`config.mk`:
```
export PLATFORM = sky130hd
export DESIGN_NAME = uart_rx_frame_flat
export DESIGN_NICKNAME = d
export VERILOG_FILES = /design/src/rtl/uart_pkg.sv /design/src/rtl/uart_rx_frame_if.sv /design/src/rtl/uart_rx_sampler.sv /design/src/rtl/uart_rx_frame.sv /design/src/flat_wrapper.sv
export SDC_FILE = /design/constraint.sdc
export NUM_CORES = 1
export LEC_CHECK = 0
export CAP_MARGIN = 20
export CORE_MARGIN = 2
export CORE_UTILIZATION = 57
export CTS_BUF_LIST = sky130_fd_sc_hd__clkbuf_4 sky130_fd_sc_hd__clkbuf_8
export DETAILED_ROUTE_END_ITERATION = 6
export PLACE_DENSITY = 0.79
export SLEW_MARGIN = 20
export SYNTH_ARGS = -nofsm -noshare
export SYNTH_HDL_FRONTEND = slang
export SYNTH_HIERARCHICAL = 1
export SYNTH_SLANG_ARGS = --single-unit
export TNS_END_PERCENT = 100
```
`constraint.sdc`:
```
create_clock -name rx_clk -period 1.88 [get_ports rx_clk]
set_clock_uncertainty 0.05 [all_clocks]
set_input_delay 0.188 -clock rx_clk [delete_from_list [all_inputs] [get_ports rx_clk]]
set_output_delay 0.188 -clock rx_clk [all_outputs]
set_load 0.005 [all_outputs]
```
`src/rtl/uart_pkg.sv`:
```
// Shared UART definitions: receiver FSM state encoding and parity-type constants.
package uart_pkg;

  // Receiver frame FSM states
  typedef enum logic [2:0] {
    ST_IDLE   = 3'd0,
    ST_START  = 3'd1,
    ST_DATA   = 3'd2,
    ST_PARITY = 3'd3,
    ST_STOP   = 3'd4
  } rx_state_e;

  // Parity type selectors
  localparam int unsigned PAR_EVEN = 0;
  localparam int unsigned PAR_ODD  = 1;

endpackage : uart_pkg

```
`src/rtl/uart_rx_frame_if.sv`:
```
// Serial-receive bundle between a UART line driver and the frame receiver.
//   RX_IN            serial line, idle high
//   P_DATA_OUT_RX    last good received word
//   DATA_VALID_RX    1-cycle pulse on a good frame
//   parity_error_RX  1-cycle pulse on a parity mismatch
//   stop_error_RX    1-cycle pulse on a stop bit sampled low
// master: the line-driving / result-consuming side; slave: the receiver.
interface uart_rx_frame_if #(
  parameter int unsigned DATA_WIDTH = 8
);

  logic                  RX_IN;
  logic [DATA_WIDTH-1:0] P_DATA_OUT_RX;
  logic                  DATA_VALID_RX;
  logic                  parity_error_RX;
  logic                  stop_error_RX;

  modport master (
    output RX_IN,
    input  P_DATA_OUT_RX,
    input  DATA_VALID_RX,
    input  parity_error_RX,
    input  stop_error_RX
  );

  modport slave (
    input  RX_IN,
    output P_DATA_OUT_RX,
    output DATA_VALID_RX,
    output parity_error_RX,
    output stop_error_RX
  );

endinterface : uart_rx_frame_if

```
`src/rtl/uart_rx_sampler.sv`:
```
// Line front end for the UART receiver: 2-flop synchronizer, falling-edge
// detect and the per-bit oversampling counter with mid-bit / wrap strobes.
//   i_clk      receiver clock (N x baud)
//   i_rst_n    synchronous active-low reset
//   i_rx       raw asynchronous serial line
//   i_run      keep the bit counter running (low holds it at 0)
//   o_rx_s     synchronized line value
//   o_fall_c   synchronized line fell this cycle
//   o_mid_c    counter is at the mid-bit sample point
//   o_wrap_c   counter is at the last cycle of the bit
module uart_rx_sampler #(
  parameter int unsigned N = 4
) (
  input  logic i_clk,
  input  logic i_rst_n,
  input  logic i_rx,
  input  logic i_run,
  output logic o_rx_s,
  output logic o_fall_c,
  output logic o_mid_c,
  output logic o_wrap_c
);

  localparam int unsigned CNT_W = (N > 1) ? $clog2(N) : 1;

  logic             r_sync1;
  logic             r_sync2;
  logic             r_prev;
  logic [CNT_W-1:0] r_cnt;

  // Synchronizer, edge-detect history and oversampling counter
  always_ff @(posedge i_clk) begin
    if (!i_rst_n) begin
      r_sync1 <= 1'b1;
      r_sync2 <= 1'b1;
      r_prev  <= 1'b1;
      r_cnt   <= '0;
    end else begin
      r_sync1 <= i_rx;
      r_sync2 <= r_sync1;
      r_prev  <= r_sync2;
      if (!i_run || o_wrap_c) begin
        r_cnt <= '0;
      end else begin
        r_cnt <= r_cnt + CNT_W'(1);
      end
    end
  end

  assign o_rx_s   = r_sync2;
  assign o_fall_c = !r_sync2 && r_prev;
  assign o_mid_c  = (r_cnt == CNT_W'(N / 2));
  assign o_wrap_c = (r_cnt == CNT_W'(N - 1));

endmodule : uart_rx_sampler

```
`src/rtl/uart_rx_frame.sv`:
```
// UART frame receiver: recovers start/data/parity/stop frames from an
// oversampled serial line and reports the word or the frame error.
//   rx_clk   receiver clock (N x baud)
//   rst      synchronous active-low reset
//   bus      slave side of uart_rx_frame_if: RX_IN in; P_DATA_OUT_RX,
//            DATA_VALID_RX, parity_error_RX, stop_error_RX out (all registered)
module uart_rx_frame
  import uart_pkg::*;
#(
  parameter int unsigned DATA_WIDTH = 8,
  parameter int unsigned PAR_EN     = 1,
  parameter int unsigned PAR_TYPE   = PAR_EVEN,
  parameter int unsigned N          = 4
) (
  input  logic            rx_clk,
  input  logic            rst,
  uart_rx_frame_if.slave  bus
);

  localparam int unsigned BIT_CNT_W = (DATA_WIDTH > 1) ? $clog2(DATA_WIDTH) : 1;

  rx_state_e             r_state;
  rx_state_e             w_state_nxt;
  logic [DATA_WIDTH-1:0] r_shift;
  logic [DATA_WIDTH-1:0] w_shift_nxt;
  logic [BIT_CNT_W-1:0]  r_bit_cnt;
  logic [BIT_CNT_W-1:0]  w_bit_cnt_nxt;
  logic                  r_par_err;
  logic                  w_par_err_nxt;
  logic [DATA_WIDTH-1:0] r_data;
  logic [DATA_WIDTH-1:0] w_data_nxt;
  logic                  r_valid;
  logic                  w_valid_nxt;
  logic                  r_perr;
  logic                  w_perr_nxt;
  logic                  r_serr;
  logic                  w_serr_nxt;

  logic w_rx_s;
  logic w_fall;
  logic w_mid;
  logic w_wrap;
  logic w_run;
  logic w_par_odd;

  assign w_par_odd = (PAR_TYPE == PAR_ODD);

  // Counter runs for every cycle the frame FSM will be active next
  assign w_run = (w_state_nxt != ST_IDLE);

  uart_rx_sampler #(
    .N (N)
  ) u_sampler (
    .i_clk    (rx_clk),
    .i_rst_n  (rst),
    .i_rx     (bus.RX_IN),
    .i_run    (w_run),
    .o_rx_s   (w_rx_s),
    .o_fall_c (w_fall),
    .o_mid_c  (w_mid),
    .o_wrap_c (w_wrap)
  );

  // State and datapath registers
  always_ff @(posedge rx_clk) begin
    if (!rst) begin
      r_state   <= ST_IDLE;
      r_shift   <= '0;
      r_bit_cnt <= '0;
      r_par_err <= 1'b0;
      r_data    <= '0;
      r_valid   <= 1'b0;
      r_perr    <= 1'b0;
      r_serr    <= 1'b0;
    end else begin
      r_state   <= w_state_nxt;
      r_shift   <= w_shift_nxt;
      r_bit_cnt <= w_bit_cnt_nxt;
      r_par_err <= w_par_err_nxt;
      r_data    <= w_data_nxt;
      r_valid   <= w_valid_nxt;
      r_perr    <= w_perr_nxt;
      r_serr    <= w_serr_nxt;
    end
  end

  // Next-state and output decode
  always_comb begin
    w_state_nxt   = r_state;
    w_shift_nxt   = r_shift;
    w_bit_cnt_nxt = r_bit_cnt;
    w_par_err_nxt = r_par_err;
    w_data_nxt    = r_data;
    w_valid_nxt   = 1'b0;
    w_perr_nxt    = 1'b0;
    w_serr_nxt    = 1'b0;

    case (r_state)
      ST_IDLE: begin
        if (w_fall) begin
          w_state_nxt   = ST_START;
          w_bit_cnt_nxt = '0;
          w_par_err_nxt = 1'b0;
        end
      end

      ST_START: begin
        // A start bit that reads high at mid-bit was a glitch
        if (w_mid && w_rx_s) begin
          w_state_nxt = ST_IDLE;
        end else if (w_wrap) begin
          w_state_nxt = ST_DATA;
        end
      end

      ST_DATA: begin
        if (w_mid) begin
          w_shift_nxt = {w_rx_s, r_shift[DATA_WIDTH-1:1]};
        end
        if (w_wrap) begin
          if (r_bit_cnt == BIT_CNT_W'(DATA_WIDTH - 1)) begin
            w_state_nxt = (PAR_EN != 0) ? ST_PARITY : ST_STOP;
          end else begin
            w_bit_cnt_nxt = r_bit_cnt + BIT_CNT_W'(1);
          end
        end
      end

      ST_PARITY: begin
        if (w_mid) begin
          w_par_err_nxt = (w_rx_s != ((^r_shift) ^ w_par_odd));
        end
        if (w_wrap) begin
          w_state_nxt = ST_STOP;
        end
      end

      ST_STOP: begin
        // Leave at mid-bit so a start edge right after the stop bit is caught
        if (w_mid) begin
          w_state_nxt = ST_IDLE;
          w_valid_nxt = w_rx_s && !r_par_err;
          w_perr_nxt  = r_par_err;
          w_serr_nxt  = !w_rx_s;
          if (w_rx_s && !r_par_err) begin
            w_data_nxt = r_shift;
          end
        end
      end

      default: begin
        w_state_nxt = ST_IDLE;
      end
    endcase
  end

  assign bus.P_DATA_OUT_RX   = r_data;
  assign bus.DATA_VALID_RX   = r_valid;
  assign bus.parity_error_RX = r_perr;
  assign bus.stop_error_RX   = r_serr;

endmodule : uart_rx_frame

```
`src/flat_wrapper.sv`:
```
// flat-port wrapper written by rule: the top's interface ports become plain ports
module uart_rx_frame_flat import uart_pkg::*;
#(
  parameter int unsigned DATA_WIDTH = 8,
  parameter int unsigned PAR_EN     = 1,
  parameter int unsigned PAR_TYPE   = PAR_EVEN,
  parameter int unsigned N          = 4
)
  (rx_clk, rst, bus_RX_IN, bus_P_DATA_OUT_RX, bus_DATA_VALID_RX, bus_parity_error_RX, bus_stop_error_RX);
  uart_rx_frame_if #(.DATA_WIDTH(DATA_WIDTH)) bus_i ();
  input  logic rx_clk;
  input  logic rst;
  input wire logic [$bits(bus_i.RX_IN)-1:0] bus_RX_IN;
  output wire logic [$bits(bus_i.P_DATA_OUT_RX)-1:0] bus_P_DATA_OUT_RX;
  output wire logic [$bits(bus_i.DATA_VALID_RX)-1:0] bus_DATA_VALID_RX;
  output wire logic [$bits(bus_i.parity_error_RX)-1:0] bus_parity_error_RX;
  output wire logic [$bits(bus_i.stop_error_RX)-1:0] bus_stop_error_RX;
  assign bus_i.RX_IN = bus_RX_IN;
  assign bus_P_DATA_OUT_RX = bus_i.P_DATA_OUT_RX;
  assign bus_DATA_VALID_RX = bus_i.DATA_VALID_RX;
  assign bus_parity_error_RX = bus_i.parity_error_RX;
  assign bus_stop_error_RX = bus_i.stop_error_RX;
  uart_rx_frame #(.DATA_WIDTH(DATA_WIDTH), .PAR_EN(PAR_EN), .PAR_TYPE(PAR_TYPE), .N(N)) u_core (.rx_clk(rx_clk), .rst(rst), .bus(bus_i));
endmodule
```
==> results.json <==
{
  "clkSlewWorstSetupHoldPaths_ns": 0.08,
  "chipHeight_um": 52.2,
  "hold_viol_final": 0,
  "place_ws_ns": 0.221,
  "finalWirelength_um": 2490,
  "die_w_um": 52.2,
  "cts_tree": "done",
  "critical_path.max_fanout": 8,
  "port_buffers": 13,
  "drt.antenna.violating_nets": 0,
  "period_share_pct": 89.4,
  "hold_buffers": 0,
  "cts_buffers": 5,
  "via_count": 1033,
  "ys_warn_count": 6,
  "crit_required_ns": 2.04,
  "avgSynthCellArea_um2": 9.13,
  "yosysTopAreaCellShare_pct": 46.9,
  "max_freq_ghz": 0.595,
  "row_count": 17,
  "grt_usage_pct": 21.8,
  "synth_seq_cells": 31,
  "placed_cells": 186,
  "cts.sinks": 31,
  "synth-main-ff-cell": "dfxtp_1",
  "hp-class": "flip-flop to flip-flop",
  "gp_congestion": 0.793,
  "wl_per_cell_um": 13.0,
  "outcome": "completed",
  "fin_crit_ns": 1.68,
  "p_total_mw": 1.05,
  "yosys.area.top_type": "dfxtp_1",
  "die_area_um2": 2720,
  "crit_arrival_ns": 1.84,
  "gr-total-overflow": 0,
  "grt_max_degree": 17,
  "drive_gt1_share_pct": 8.54,
  "synth-edff-count": 0,
  "fillers": 187,
  "p_leak_nw": 0.592,
  "maxSlewHeadroom_pct": 74.1,
  "clock_latency_ns": 0.32,
  "post_cts_resized": 0,
  "start_util_pct": 59.8,
  "antenna_found_initial": 0,
  "synth_async_sr_flop_share_pct": 0,
  "insertedDiodeCount": 0,
  "rsz0062_at_grt": "false",
  "cts_buffer_depth": 2,
  "grt_pass1_wl_um": 4210,
  "tightestPinTransition_ns": 0.379,
  "end_kind": "flip-flop",
  "dp_hpwl_um": 1840,
  "cap_violations": 0,
  "drtPass1Iterations": 6,
  "avgViaCountPerCell": 5.38,
  "slew_viol_final": 0,
  "critPathKind": "flip-flop to flip-flop",
  "root_buffer": "clkbuf_4",
  "peakVddDrop_uv": 672,
  "setup_tns_ns": 0,
  "nets": 172,
  "setup_slack_ns": 0.200,
  "grt_pass1_vias": 981,
  "power_density_nw_per_um2": 674,
  "setup_viol_count_final": 0,
  "start_kind": "flip-flop",
  "layoutNonFillerInstCount": 192,
  "syn_inst": 145,
  "drc_errors": 0,
  "seq_area_frac_synth_pct": 46.9,
  "synth.most_common_cell": "dfxtp_1",
  "yosys-top-cells-area": "dfxtp_1, mux2i_1, nand2_1",
  "ios": 14,
  "cts_post_setup_buffers_inserted": 0,
  "synth_common_cells": "dfxtp_1, nand2_1, nor2_1",
  "syn_area_um2": 1320,
  "cts-htree-levels": 2,
  "dr.first_iter.drc_count": 35,
  "synth.distinct_cells": 34,
  "area_growth_pct": 17.5,
  "syn_nets": 152,
  "coreArea_um2": 2210
}
[power breakdown]
group          switching (mW)  total, mW  internal (mW)
clock network           0.196      0.343          0.147
registers             0.00363      0.665          0.661
logic                  0.0226     0.0401         0.0174
[through the flow]
stage          instance area, µm²  utilization (%)  hold slack, ns
6_report                     1560             70.3           0.371
5_1_grt                      1560             70.3           0.384
4_1_cts                      1560             70.3           0.372
3_5_place_dp                 1510             68.3           0.345
3_3_place_gp                 1510             68.3           0.343
2_1_floorplan                1320                -           0.211
[layout by cell type, fill, tap and decap left out, types with 3 or more instances in the layout]
| cell type | count |
|---|---|
| dfxtp_1 | 31 |
| nand2b_1 | 6 |
| clkbuf_4 | 6 |
| buf_4 | 6 |
| inv_1 | 5 |
| xnor2_1 | 3 |
| nand2_1 | 21 |
| nor2_1 | 18 |
| clkdlybuf4s50_1 | 13 |
| ha_1 | 4 |
| mux2i_1 | 8 |
| a21oi_1 | 11 |
[cells by family (layout without fill, tap and decap cells)]
kind of cell | Yosys count | count (layout) | synth area share (%)
fa+ha+maj | 4 | 4 | 3.78
simple gates | 63 | 63 | 24.9
flops | 31 | 31 | 46.9
compound gates | 22 | 22 | 10.2
buf+inv | 11 | 30 | 3.21
mux | 8 | 8 | 6.05
xor+xnor | 6 | 6 | 5.01
[registers in the layout, indices dropped and copies added (netlist names)]
| signal | count |
|---|---|
| u_core/bus.parity_error_RX | 1 |
| u_core/u_sampler/r_cnt | 2 |
| u_core/r_bit_cnt | 3 |
| u_core/u_sampler/r_prev | 1 |
| u_core/r_shift | 8 |
| u_core/r_par_err | 1 |
| u_core/bus.P_DATA_OUT_RX | 8 |
| u_core/u_sampler/r_sync1 | 1 |
| u_core/r_state | 3 |
| u_core/bus.DATA_VALID_RX | 1 |
| u_core/u_sampler/o_rx_s | 1 |
| u_core/bus.stop_error_RX | 1 |
[area by class of cell]
cell class / count / area, µm² / area share (%)
multi-input combinational: 103 / 661 / 42.5
clock buffer: 6 / 45.0 / 2.90
tap: 28 / 35.0 / 2.25
inverter: 5 / 18.8 / 1.21
timing repair buffer: 19 / 175 / 11.3
sequential: 31 / 621 / 39.9
[critical path: stages, from the launching register on]
cell,delay (ns)
dfxtp_1,0.34
inv_1,0.06
ha_1,0.28
nand2_1,0.17
nor3_4,0.17
buf_4,0.21
mux2i_1,0.22
nor2_1,0.07
[worst paths after layout]
path	start	end	slack (ns)	cells past startpoint
setup / recovery	u_core/u_sampler/r_cnt[0]	u_core/bus.P_DATA_OUT_RX[0]	0.20	7
hold / removal	u_core/u_sampler/r_sync1	u_core/u_sampler/o_rx_s	0.37	1
setup reg to reg	u_core/u_sampler/r_cnt[0]	u_core/bus.P_DATA_OUT_RX[0]	0.20	7
hold reg to reg	u_core/u_sampler/r_sync1	u_core/u_sampler/o_rx_s	0.37	1
[layer usage]
metal / track usage [%] / wire length (µm) / vias to the layer above / part of all wire (%)
met2: 37.6 / 1260 / 18 / 51
met1: 23.7 / 1090 / 481 / 44
met3: 6.86 / 95 / 4 / 3.8
li1: - / - / 530 / -
met5: 0 / 0 / - / 0
met4: 11.5 / 40 / 0 / 1.6
(Power assumes the default switching activity.)
